File: src/rtl/bt656out_ctlif.sv
// CSR bank and frame address sequencer for the BT.656 output DMA; BT656OUT_UNDERRUN_EN adds the underrun counter.
// Latency: every output is registered, one cycle after the input that causes it.
// Backpressure: none; fml_adr holds until next_burst reports the burst as accepted.
module bt656out_ctlif #(
  parameter logic [3:0] csr_addr  = 4'h0,
  parameter int         fml_depth = 26
) (
  input  logic                 sys_clk,
  input  logic                 sys_rst,
  input  logic [13:0]          csr_a,
  input  logic                 csr_we,
  input  logic [31:0]          csr_di,
  output logic [31:0]          csr_do,
  output logic                 irq,
  output logic                 enable,
  input  logic                 start_of_frame,
  input  logic                 next_burst,
  output logic [fml_depth-1:0] fml_adr,
  output logic                 last_burst,
  input  logic                 underrun
);

  localparam int          BW             = fml_depth - 5;
  localparam logic [14:0] MAX_BURSTS_RST = 15'd12960;

  typedef enum logic {ST_IDLE, ST_FRAME} state_t;

  state_t        state_q, state_d;
  logic          enable_q, enable_d;
  logic [BW-1:0] pend_base_q, pend_base_d;
  logic [BW-1:0] act_base_q, act_base_d;
  logic [BW-1:0] adr_q, adr_d;
  logic [14:0]   max_bursts_q, max_bursts_d;
  logic [14:0]   burst_cnt_q, burst_cnt_d;
  logic [14:0]   done_bursts_q, done_bursts_d;
  logic          last_q, last_d;
  logic          irq_q, irq_d;
  logic [31:0]   csr_do_q, csr_do_d;

  logic csr_sel;
  logic csr_wr;
  logic in_frame;
  logic sof_acc;

  assign csr_sel  = (csr_a[13:10] == csr_addr);
  assign csr_wr   = csr_sel & csr_we;
  assign in_frame = (state_q == ST_FRAME);
  // A frame only starts when enabled and there is something to fetch.
  assign sof_acc  = start_of_frame & enable_q & (max_bursts_q != 15'd0);

  // CSR-writable configuration.
  always_comb begin
    enable_d     = enable_q;
    pend_base_d  = pend_base_q;
    max_bursts_d = max_bursts_q;
    if (csr_wr) begin
      case (csr_a[2:0])
        3'd0:    enable_d     = csr_di[0];
        3'd1:    pend_base_d  = csr_di[fml_depth-1:5];
        3'd2:    max_bursts_d = csr_di[14:0];
        default: ;
      endcase
    end
  end

  // Frame sequencer: start_of_frame always beats next_burst.
  always_comb begin
    state_d       = state_q;
    act_base_d    = act_base_q;
    adr_d         = adr_q;
    burst_cnt_d   = burst_cnt_q;
    done_bursts_d = done_bursts_q;
    last_d        = last_q;
    irq_d         = 1'b0;
    if (sof_acc) begin
      state_d       = ST_FRAME;
      done_bursts_d = burst_cnt_q;
      burst_cnt_d   = '0;
      act_base_d    = pend_base_q;
      adr_d         = pend_base_q;
      last_d        = (max_bursts_q == 15'd1);
    end else if (next_burst && in_frame) begin
      burst_cnt_d = burst_cnt_q + 15'd1;
      if (last_q) begin
        state_d = ST_IDLE;
        last_d  = 1'b0;
        irq_d   = 1'b1;
      end else begin
        adr_d  = adr_q + BW'(1);
        last_d = (({1'b0, burst_cnt_q} + 16'd2) == {1'b0, max_bursts_q});
      end
    end
  end

`ifdef BT656OUT_UNDERRUN_EN
  logic [15:0] urun_cnt_q, urun_cnt_d;

  always_comb begin
    urun_cnt_d = urun_cnt_q;
    if (csr_wr && (csr_a[2:0] == 3'd5)) begin
      urun_cnt_d = '0;
    end else if (underrun && in_frame && (urun_cnt_q != 16'hffff)) begin
      urun_cnt_d = urun_cnt_q + 16'd1;
    end
  end

  always_ff @(posedge sys_clk) begin
    if (sys_rst) begin
      urun_cnt_q <= '0;
    end else begin
      urun_cnt_q <= urun_cnt_d;
    end
  end
`else
  logic unused_underrun;
  assign unused_underrun = underrun;
`endif

  logic unused_csr;
  assign unused_csr = ^{csr_a[9:3], csr_di};

  // Read data reflects state before any same-cycle write.
  always_comb begin
    csr_do_d = '0;
    if (csr_sel) begin
      case (csr_a[2:0])
        3'd0:    csr_do_d = {30'd0, in_frame, enable_q};
        3'd1:    csr_do_d = 32'({pend_base_q, 5'd0});
        3'd2:    csr_do_d = {17'd0, max_bursts_q};
        3'd3:    csr_do_d = 32'({act_base_q, 5'd0});
        3'd4:    csr_do_d = {17'd0, done_bursts_q};
`ifdef BT656OUT_UNDERRUN_EN
        3'd5:    csr_do_d = {16'd0, urun_cnt_q};
`endif
        default: csr_do_d = '0;
      endcase
    end
  end

  always_ff @(posedge sys_clk) begin
    if (sys_rst) begin
      state_q       <= ST_IDLE;
      enable_q      <= 1'b0;
      pend_base_q   <= '0;
      act_base_q    <= '0;
      adr_q         <= '0;
      max_bursts_q  <= MAX_BURSTS_RST;
      burst_cnt_q   <= '0;
      done_bursts_q <= '0;
      last_q        <= 1'b0;
      irq_q         <= 1'b0;
      csr_do_q      <= '0;
    end else begin
      state_q       <= state_d;
      enable_q      <= enable_d;
      pend_base_q   <= pend_base_d;
      act_base_q    <= act_base_d;
      adr_q         <= adr_d;
      max_bursts_q  <= max_bursts_d;
      burst_cnt_q   <= burst_cnt_d;
      done_bursts_q <= done_bursts_d;
      last_q        <= last_d;
      irq_q         <= irq_d;
      csr_do_q      <= csr_do_d;
    end
  end

  assign csr_do     = csr_do_q;
  assign irq        = irq_q;
  assign enable     = enable_q;
  assign fml_adr    = {adr_q, 5'd0};
  assign last_burst = last_q;

endmodule

File: config.mk
export PLATFORM = sky130hd
export DESIGN_NAME = bt656out_ctlif
export DESIGN_NICKNAME = d
export VERILOG_FILES = /design/src/rtl/bt656out_ctlif.sv
export SDC_FILE = /design/constraint.sdc
export NUM_CORES = 1
export LEC_CHECK = 0
export BUFFER_PORTS_ARGS = -buffer_cell sky130_fd_sc_hd__buf_2
export CAP_MARGIN = 20
export CORE_ASPECT_RATIO = 1.75
export CORE_MARGIN = 1
export CORE_UTILIZATION = 40
export DETAILED_ROUTE_END_ITERATION = 16
export GPL_TIMING_DRIVEN = 0
export PLACE_DENSITY = 0.63
export SLEW_MARGIN = 20
export SYNTH_ARGS = -nofsm -noshare
export SYNTH_HDL_FRONTEND = slang
export SYNTH_SLANG_ARGS = --single-unit
File: constraint.sdc
create_clock -name sys_clk -period 2.6 [get_ports sys_clk]
set_input_delay 0.13 -clock sys_clk [delete_from_list [all_inputs] [get_ports sys_clk]]
set_output_delay 0.13 -clock sys_clk [all_outputs]
set_load 0.05 [all_outputs]
## Word-level counts from Yosys, hierarchy flattened

Index checks and enable logic that the tools add are counted.

- Flip-flop bits (word level): 144
- Input bits: 52
- Output and inout bits: 61
- Logic and storage cells: 51

- Add/sub/neg operators: 3
- Eq/ne operators: 7
- Muxes and demuxes: 11
- Bitwise logic cells: 5
- Reduce and logical (&&, ||, !) cells: 14

Operators by type and width:

| operator | number |
|---|---|
| case mux 26 bit (5 select lines) | 1 |
| 2-to-1 mux 21 bit | 3 |
| adder 21 x 1 -> 21 bit, second input constant | 1 |
| adder 15 x 2 -> 16 bit, second input constant | 1 |
| equality test 16 x 15 -> 1 bit | 1 |
| adder 15 x 1 -> 15 bit, second input constant | 1 |
| equality test 15 x 1 -> 1 bit, second input constant | 1 |
| nonzero test 15 bit | 1 |
| AND reduction 2 bit | 5 |
| 2-to-1 mux 1 bit | 7 |
| equality test 3 x 2 -> 1 bit, second input constant | 2 |
| logical NOT 4 bit | 1 |
| nonzero test 2 bit | 2 |
| OR reduction 2 bit | 2 |
| bitwise AND 1 bit | 3 |
| equality test 3 x 1 -> 1 bit, second input constant | 1 |
| equality test 3 bit, second input constant | 1 |
| logical NOT 3 bit | 1 |
| OR reduction 3 bit | 1 |
| inequality test 2 x 1 -> 1 bit, second input constant | 1 |
| NOT 1 bit | 2 |
| logical AND 1 bit | 1 |

## Logic depth before layout (Yosys ltp)

Gate-level depths: netlist (run 1).

- Depth in word-level cells: 5
- Gate-level depth with buffers: 8
- Gate-level depth less buffers: 6

## Worst setup path after synthesis (run 1)

OpenSTA, ideal clock, no wires.

- Path type: register to register
- Start: register adr_q[5]
- End: register adr_q[20]
- Library setup time: 0.086 ns
- Arrival: 1.904 ns
- Required time: 2.514 ns
- Path slack: 0.611 ns
- Stages on the path, launching flop included: 6
- Buffers on the path: 0
- Cell sequence: dfxtp_1 -> nand4_1 -> nor4_1 -> nand4_1 -> xor2_1 -> a211oi_1

- Cells in the longest elaborated chain, start to end: 4

RTL lines:

| element | RTL line | RTL |
|---|---|---|
| start: declaration | 32 | `logic [BW-1:0] adr_q, adr_d;` |
| start signal: assignment | 158 | `adr_q <= adr_d;` |
| adder 21 x 1 -> 21 bit | 89 | `adr_d = adr_q + BW'(1);` |
| 2-to-1 mux 21 bit | 84 | `if (last_q) begin` |
| 2-to-1 mux 21 bit | 82 | `end else if (next_burst && in_frame) begin` |
| 2-to-1 mux 21 bit | 75 | `if (sof_acc) begin` |

No other way between the ends. The select of a mux whose other input is x is not followed.
A chain may end at the register's enable or synchronous reset.

## Worst setup path in the final report (run 1)

- Start: register burst_cnt_q[1]
- End: register last_q (netlist: last_burst)

- Cells in the longest elaborated chain, start to end: 5

RTL lines:

| element | RTL line | RTL |
|---|---|---|
| start: declaration | 34 | `logic [14:0] burst_cnt_q, burst_cnt_d;` |
| start signal: assignment | 160 | `burst_cnt_q <= burst_cnt_d;` |
| adder 15 x 2 -> 16 bit | 90 | `last_d = (({1'b0, burst_cnt_q} + 16'd2) == {1'b0, max_bursts_q});` |
| equality test 16 x 15 -> 1 bit | 90 |  |
| 2-to-1 mux 1 bit | 84 |  |
| 2-to-1 mux 1 bit | 82 |  |
| 2-to-1 mux 1 bit | 75 |  |
| end signal: assignment | 162 | `last_q <= last_d;` |
| end: declaration | 36 | `logic last_q, last_d;` |

No other way between the ends. The select of a mux whose other input is x is not followed.

==> impl_metrics.yaml, run 1 <==
run_status:
  outcome: "completed"
floorplan:
  die_area_um2: 15900
  initial_core_util_pct: 41.2
  die_h_um: 166
  core_um2: 15000
  die_w_um: 95.9
  num_rows: 59
  ioPinCount: 113
global_routing:
  grt_overflow_total: 0
  grt_util_all_layers_pct: 25.7
  grt_pass1_vias: 5605
  grt_max_degree: 17
  grt_pass1_wl_um: 30300
  antenna_found_initial: 0
finish:
  fill_cells: 1501
  seq_area_um2: 2760
  design_area_um2: 7700
  drive_above_1_share_pct: 18.2
  nets: 936
  area_delta_synth_final_pct: 24.9
  multiInputGateArea_um2: 3060
  diodes: 0
clock_tree:
  cts.root.buffer_cell: "clkbuf_16"
  cts_setup_buffers: 0
  clk_path_buf_depth: 2
  clkSlewWorstSetupHoldPaths_ps: 60
  hold_buffers: 26
  cts_buffers: 17
  htreeDepth: 4
  tritoncts: "built"
  cts_repair_resize_count: 0
  clock_sinks: 138
  insertion_delay_ps: 420
synth:
  synth_common_cells: "nand2_1 (172), dfxtp_1 (138), a21oi_1 (93)"
  synth_ff_type: "dfxtp_1"
  async_flop_share_pct: 0
  ys_seq_elements: 138
  netlist_instances: 744
  ys_seq_area_share_pct: 44.8
  yosys.area.top_type_share_pct: 44.8
  yosysTopAreaCell: "dfxtp_1"
  yosysMostFrequentCell: "nand2_1"
  avgSynthCellArea_um2: 8.29
  synth-edff-count: 0
  netlist_area_um2: 6170
  ys_types: 58
  synth_area_leaders: "dfxtp_1 (45%), nand2_1 (10%), a21oi_1 (7.5%)"
  synth_warnings: 0
timing:
  fin_ws_ps: 289
  fin_skew_ps: 9.89
  finalSetupViolations: 0
  fin_crit_ps: 2310
  fin_crit_sh_pct: 88.9
  rsz0062_at_grt: "no"
  finalSetupTns_ps: 0
  fmax_mhz: 433
  hold_viol: 0
  worstMarginPinSlew_ps: 979
  slew_headroom_pct: 34.2
  drv_slew: 0
  hold_ws_ps: 40.8
place:
  globalplace.congestion: 0.908
  dp_hpwl_um: 14600
  dp_slack_ps: 330
  io_buffers: 82
  place_area_um2: 6840
setup_path:
  crit_family: "compound AO/OA/AOI/OAI gates"
  endpoint_kind: "flop"
  crit_arrival_ps: 2620
  critPathBufInv: 0
  crit_top_cell: "nand4_1"
  max_stage_delay_ps: 510
  path_class: "flop to flop"
  start_kind: "flop"
  reg2reg_slack_ps: 290
  cp_max_fo: 8
  required_ps: 2910
  worst_path_max_delay_cell: "dfxtp_1"
  cp_cell_sequence: "ha_1 > nand4_1 > o41ai_1 > o2111a_1 > nand4_1 > o41ai_2"
drt:
  dr_wl_met2_um: 10500
  wl_um: 19700
  dr_wl_met3_um: 867
  wire_per_inst_um: 18.3
  firstDrtPassIters: 5
  highest_layer: "met4"
  drt_iter0_drc: 369
  routed_via_density: 5.42
  wirelength_met1_um: 7040
  drc: 0
  vias: 5836
  antenna_left: 0
power:
  p_leak_nw: 2.97
  powerDensity_nw_per_um2: 619
  ir_drop_v: 0.000380
  power.total_w: 0.00477
min_path:
  hold_class: "primary input to flop"
job:
  maxCapViolCount: 0
==> final timing paths <==
check,to,startpoint,cells after the start
worst min-delay path,irq,next_burst,3
worst min register to register,act_base_q[12],act_base_q[12],2
worst max register to register,last_burst,burst_cnt_q[1],6
worst max-delay path,last_burst,burst_cnt_q[1],6
==> sequential cells by signal, indices dropped and copies added, names as in the netlist <==
name and count:
act_base_q 21, max_bursts_q 15, pend_base_q 21, csr_do 26, enable 1, burst_cnt_q 15
done_bursts_q 15, last_burst 1, adr_q 21, irq 1, in_frame 1
==> where the power goes <==
| part | switching, W | internal [W] |
|---|---|---|
| registers | 0.00000308 | 0.00212 |
| logic | 0.000126 | 0.0000773 |
| clock network | 0.000924 | 0.00152 |
| total | 0.00105 | 0.00371 |
==> worst register-to-register path, delay by kind of cell (launching register included) <==
kind	cells	cell delay [ps]
flip-flops	1	510
AO/OA/AOI/OAI	3	970
AND/OR/NAND/NOR	2	390
adder cells (fa/ha/maj)	1	340
==> per-stage QoR <==
| step | instances | util [%] |
|---|---|---|
| 2_1_floorplan | 754 | - |
| 3_3_place_gp | 1019 | 45.7 |
| 3_5_place_dp | 1019 | 45.7 |
| 4_1_cts | 1077 | 51.4 |
| 5_1_grt | 1077 | 51.4 |
| 6_report | 1077 | 51.4 |
==> area by class of cell <==
type / instances / area share, %
well taps: 183 / 2.97
clock buffers: 23 / 6.33
flip-flops and latches: 138 / 35.9
plain buffers: 63 / 4.74
multi-input cells: 549 / 39.7
clock inverters: 9 / 1.46
inverters: 4 / 0.195
repair buffers: 108 / 8.70
==> kinds of logic (layout without fill, tap and decap cells) <==
family	count (synthesis)	count (layout)	synth area share [%]
AND/OR/NAND/NOR	325	325	24.7
flip-flops	138	138	44.8
buffers and inverters	67	207	6.17
multiplexers	15	15	2.45
other	1	11	0.0608
AO/OA/AOI/OAI	146	146	14.3
adder cells (fa/ha/maj)	3	3	0.609
XOR/XNOR	49	49	6.96
==> per-layer routing <==
layer / track usage (%) / vias up
li1: - / 2813
met1: 26.1 / 2749
met2: 46.9 / 205
met3: 4.30 / 69
met4: 16.2 / 0
met5: 0 / -
==> cell usage in the layout (no fill, tap or decap), types with 3 or more instances in the layout <==
master | netlist | layout
clkbuf_16 | 0 | 17
nand3b_1 | 7 | 7
xnor2_1 | 20 | 20
conb_1 | 1 | 11
dlygate4sd3_1 | 0 | 26
clkbuf_1 | 27 | 29
dfxtp_1 | 138 | 138
buf_6 | 4 | 4
a211oi_1 | 14 | 14
nor3b_1 | 3 | 3
clkbuf_8 | 3 | 7
nor3_1 | 10 | 10
inv_1 | 4 | 4
buf_2 | 16 | 98
xor2_1 | 29 | 29
nand4_1 | 14 | 14
a22oi_1 | 24 | 24
nand2_1 | 172 | 172
nand3_1 | 16 | 16
buf_4 | 13 | 13
ha_1 | 3 | 3
nor2_1 | 56 | 56
and4_1 | 3 | 3
mux2i_1 | 14 | 14
nor4_1 | 11 | 11
a21oi_1 | 93 | 93
clkinv_4 | 0 | 3
and3_1 | 7 | 7
Note: power is estimated with default switching activity, not from simulation.
==> inputs of run 2 (changes only) <==
--- a/config.mk
+++ b/config.mk
@@ -7,12 +7,14 @@
 export LEC_CHECK = 0
 export BUFFER_PORTS_ARGS = -buffer_cell sky130_fd_sc_hd__buf_2
 export CAP_MARGIN = 20
+export CELL_PAD_IN_SITES_DETAIL_PLACEMENT = 0
+export CELL_PAD_IN_SITES_GLOBAL_PLACEMENT = 1
 export CORE_ASPECT_RATIO = 1.75
 export CORE_MARGIN = 1
 export CORE_UTILIZATION = 40
 export DETAILED_ROUTE_END_ITERATION = 16
 export GPL_TIMING_DRIVEN = 0
-export PLACE_DENSITY = 0.63
+export PLACE_DENSITY = 0.8
 export SLEW_MARGIN = 20
 export SYNTH_ARGS = -nofsm -noshare
 export SYNTH_HDL_FRONTEND = slang
==> impl_metrics.yaml, run 2 (synthesis results as in run 1) <==
clock_tree:
  clk_path_buf_depth: 2
  tritoncts: "built"
  cts_buffers: 17
  clkSlewWorstSetupHoldPaths_ps: 60
  htreeDepth: 4
  clock_sinks: 138
  cts.root.buffer_cell: "clkbuf_16"
  insertion_delay_ps: 420
run_status:
  outcome: "completed"
timing:
  fin_crit_sh_pct: 95.1
  hold_viol: 0
  fmax_mhz: 404
  finalSetupViolations: 0
  worstMarginPinSlew_ps: 750
  fin_crit_ps: 2470
  rsz0062_at_grt: "no"
  slew_headroom_pct: 50.0
  fin_skew_ps: 7.58
  drv_slew: 0
finish:
  diodes: 0
  mostFrequentLayoutCell: "nand2_1"
  fin_cells: 1079
  drive_above_1_share_pct: 18.8
  largest_reg_flops: 26
  nets: 938
  area_delta_synth_final_pct: 25.9
  fill_cells: 1484
  final_cell_mix: "nand2_1 (172), dfxtp_1 (138), buf_2 (98)"
setup_path:
  cp_cell_sequence: "ha_1 > nand4_1 > o31a_1 > o31ai_1 > nand4_1 > o41ai_2"
  cp_max_fo: 8
  crit_top_cell: "nand4_1"
  endpoint_kind: "flop"
  max_stage_delay_ps: 490
  crit_arrival_ps: 2760
  required_ps: 2890
  worst_path_max_delay_cell: "dfxtp_1"
  start_kind: "flop"
  path_class: "flop to flop"
floorplan:
  ioPinCount: 113
  initial_core_util_pct: 41.2
  die_w_um: 95.9
  die_area_um2: 15900
  die_h_um: 166
  core_um2: 15000
  num_rows: 59
place:
  dp_hpwl_um: 14300
  globalplace.congestion: 0.891
  dp.cells: 1019
  io_buffers: 82
drt:
  wire_per_inst_um: 17.6
  wl_um: 19000
  drc: 0
  firstDrtPassIters: 5
  antenna_left: 0
  vias: 5746
  drt_iter0_drc: 312
  routed_via_density: 5.33
global_routing:
  grt_pass1_wl_um: 29800
  antenna_found_initial: 0
  grt_util_all_layers_pct: 24.9
  use_met2_pct: 45.4
  met1_usage_pct: 24.7
  gr-usage-met3_pct: 3.94
  grt.busiest_layer: "met2"
  grt_max_degree: 17
  grt_overflow_total: 0
  grt_pass1_vias: 5659
power:
  power.total_w: 0.00492
  p_leak_nw: 2.98
  ir_drop_v: 0.000337
  clockPowerShare_pct: 52.8
  pwr-share-seq_pct: 43.0
  power_frac_comb_pct: 4.2
  powerDensity_nw_per_um2: 634
  p_sw_w: 0.00109
  swShare_pct: 22.1
  intPower_w: 0.00383
min_path:
  hold_class: "primary input to flop"
job:
  maxCapViolCount: 0
-- run 2: what timing repair did --
action                                  in CTS  in global routing
pin swaps                                    1                  0
hold buffers                                26                  0
buffers inserted                             2                  0
gates resized for setup                      1                  1
endpoints found under the hold margin       37                  0
endpoints found under the setup margin       1                  2
-- run 2: final cells by class --
type	count	area (um2)	share of cell area, %
well taps	183	229	2.95
clock buffers	19	443	5.70
flip-flops and latches	138	2760	35.6
clock inverters	13	191	2.46
inverters	4	15.0	0.193
plain buffers	63	365	4.70
repair buffers	110	686	8.83
multi-input cells	549	3080	39.6
-- run 2: metal layers --
layer | vias up | share of wire, %
li1 | 2816 | -
met1 | 2690 | 36
met2 | 185 | 54
met3 | 55 | 3.5
met4 | 0 | 6.3
met5 | - | 0
-- run 2: power by group through the flow --
stage / Sequential, W / Combinational (W) / Clock (W)
3_3_place_gp: 0.00217 / 0.000171 / 0
3_5_place_dp: 0.00217 / 0.000173 / 0
4_1_cts: 0.00212 / 0.000204 / 0.00261
5_1_grt: 0.00212 / 0.000219 / 0.00271
6_report: 0.00212 / 0.000205 / 0.00260
2_1_floorplan: 0.00217 / 0.000109 / 0
-- run 2: critical path, delay by kind of cell (launching register included) --
family | cells | cell delay [ps]
adder cells (fa/ha/maj) | 1 | 330
AND/OR/NAND/NOR | 2 | 450
flip-flops | 1 | 490
AO/OA/AOI/OAI | 3 | 1070
-- run 2: per-stage QoR --
step	hold WS (ps)	area, um2	util, %	worst slack (ps)	setup TNS [ps]
2_1_floorplan	251	6200	-	611	0
3_3_place_gp	360	6840	45.7	-64.4	-64.4
3_5_place_dp	365	6840	45.7	-9.90	-9.90
4_1_cts	47.7	7760	51.8	106	0
5_1_grt	63.7	7770	51.8	138	0
6_report	47.1	7770	51.8	127	0
-- run 2: path summary, 6_finish.rpt --
path	slack, ps	endpoint	from	cells past startpoint
max	130	last_burst	burst_cnt_q[1]	6
min	50	irq	next_burst	3
max reg2reg	130	last_burst	burst_cnt_q[1]	6
min reg2reg	450	act_base_q[16]	act_base_q[16]	2
==> inputs of run 3 (changes only) <==
--- a/config.mk
+++ b/config.mk
@@ -13,7 +13,7 @@
 export CORE_MARGIN = 1
 export CORE_UTILIZATION = 40
 export DETAILED_ROUTE_END_ITERATION = 16
-export GPL_TIMING_DRIVEN = 0
+export GPL_TIMING_DRIVEN = 1
 export PLACE_DENSITY = 0.8
 export SLEW_MARGIN = 20
 export SYNTH_ARGS = -nofsm -noshare
==> impl_metrics.yaml, run 3 (synthesis results as in run 1) <==
run_status:
  outcome: "completed"
clock_tree:
  tritoncts: "built"
  cts_buffers: 17
  clkSlewWorstSetupHoldPaths_ps: 60
  insertion_delay_ps: 410
  clock_sinks: 138
  clk_path_buf_depth: 2
  cts_setup_buffers: 0
  cts.root.buffer_cell: "clkbuf_16"
  htreeDepth: 4
finish:
  seq_area_um2: 2760
  final_cell_mix: "nand2_1 (171), dfxtp_1 (138), a21oi_1 (93)"
  fill_cells: 1459
  final_core_util_pct: 50.6
  drive_above_1_share_pct: 19.1
  design_area_um2: 7580
  fin_cells: 1048
  diodes: 0
  largest_reg_flops: 26
  nets: 907
  area_delta_synth_final_pct: 22.9
  mostFrequentLayoutCell: "nand2_1"
  multiInputGateArea_um2: 3060
drt:
  wl_um: 18000
  drc: 0
  highest_layer: "met4"
  drt_iter0_drc: 296
  antenna_left: 0
  vias: 5661
  wire_per_inst_um: 17.2
  firstDrtPassIters: 7
  wirelength_met1_um: 6680
  routed_via_density: 5.40
  dr_wl_met3_um: 615
  dr_wl_met2_um: 9690
setup_path:
  crit_arrival_ps: 2590
  reg2reg_slack_ps: 330
  cp_max_fo: 4
  max_stage_delay_ps: 530
  rr_worst_depth: 7
  r2r-end: "last_burst"
  start_kind: "flop"
  endpoint_kind: "flop"
  required_ps: 2920
  r2r_start: "max_bursts_q[10]"
  path_class: "flop to flop"
  cp_cell_sequence: "nor4_1 > buf_4 > nand4_1 > buf_4 > a2111oi_0 > nand4_1 > o41ai_2"
  worst_path_max_delay_cell: "nor4_1"
min_path:
  whs_endpoint: "pend_base_q[12]"
  hold_class: "primary input to flop"
  worstHoldPathCells: 3
  hold_start: "csr_di[17]"
global_routing:
  grt_util_all_layers_pct: 23.3
  grt_max_degree: 55
  grt_pass1_vias: 5391
  grt_overflow_total: 0
  antenna_found_initial: 0
  grt_pass1_wl_um: 28100
place:
  dp.cells: 991
  place_area_um2: 6760
  globalplace.congestion: 0.919
  dp_hpwl_um: 13000
  io_buffers: 87
floorplan:
  initial_core_util_pct: 41.2
  ioPinCount: 113
  core_um2: 15000
  die_h_um: 166
  die_area_um2: 15900
  die_w_um: 95.9
  num_rows: 59
timing:
  drv_slew: 0
  fmax_mhz: 440
  finalSetupTns_ps: 0
  fin_crit_sh_pct: 87.4
  rsz0062_at_grt: "no"
  hold_viol: 0
  slew_headroom_pct: 61.4
  fin_crit_ps: 2270
  finalSetupViolations: 0
  worstMarginPinSlew_ps: 571
  fin_skew_ps: 9.32
job:
  maxCapViolCount: 0
power:
  power.total_w: 0.00461
  ir_drop_v: 0.000364
  powerDensity_nw_per_um2: 609
  p_leak_nw: 2.91
run 3: metal layers:
metal / global-route usage [%] / vias up
met2: 42.3 / 169
li1: - / 2748
met3: 3.53 / 46
met1: 24.1 / 2698
met4: 14.4 / 0
met5: 0 / -
run 3: cell type report:
cell class              count  share of cell area (%)
clock buffers              19                    5.98
clock inverters            13                    1.57
inverters                   4                   0.198
multi-input cells         549                    40.4
flip-flops and latches    138                    36.5
well taps                 183                    3.02
repair buffers            142                    12.3
run 3: worst max-delay path by stage:
| stage | startpoint | endpoint | slack [ps] | cells after the start |
|---|---|---|---|---|
| 3_3_place_gp | max_bursts_q[10] | last_burst | 330 | 7 |
| 5_1_grt | max_bursts_q[10] | last_burst | 190 | 7 |
| 2_1_floorplan | adr_q[5] | adr_q[20] | 610 | 5 |
| 3_5_place_dp | max_bursts_q[10] | last_burst | 320 | 7 |
| 6_report | max_bursts_q[10] | last_burst | 330 | 7 |
| 4_1_cts | max_bursts_q[10] | last_burst | 270 | 7 |
run 3: per-stage QoR:
stage | hold slack, ps | worst slack, ps
after floorplan | 251 | 611
after global placement | 363 | 330
after detailed placement | 363 | 324
after CTS | 3.19 | 269
after global routing | 15.2 | 186
final | 12.6 | 328
run 3: power by group:
part	internal (W)	leakage (nW)	switching, W
Combinational	0.0000655	1.53	0.000118
Clock	0.00137	0.272	0.000940
Sequential	0.00212	1.11	0.00000236
Total	0.00355	2.91	0.00106
run 3: worst max-delay path: cells and delay by family (launching register included):
family,cells,cell delay [ps]
flip-flops,1,360
buffers and inverters,2,390
AO/OA/AOI/OAI,2,650
AND/OR/NAND/NOR,3,780
run 3: repair_timing:
action	in CTS	in global routing
hold buffers	25	0
resized for setup	0	0
endpoints found under the hold margin	35	0
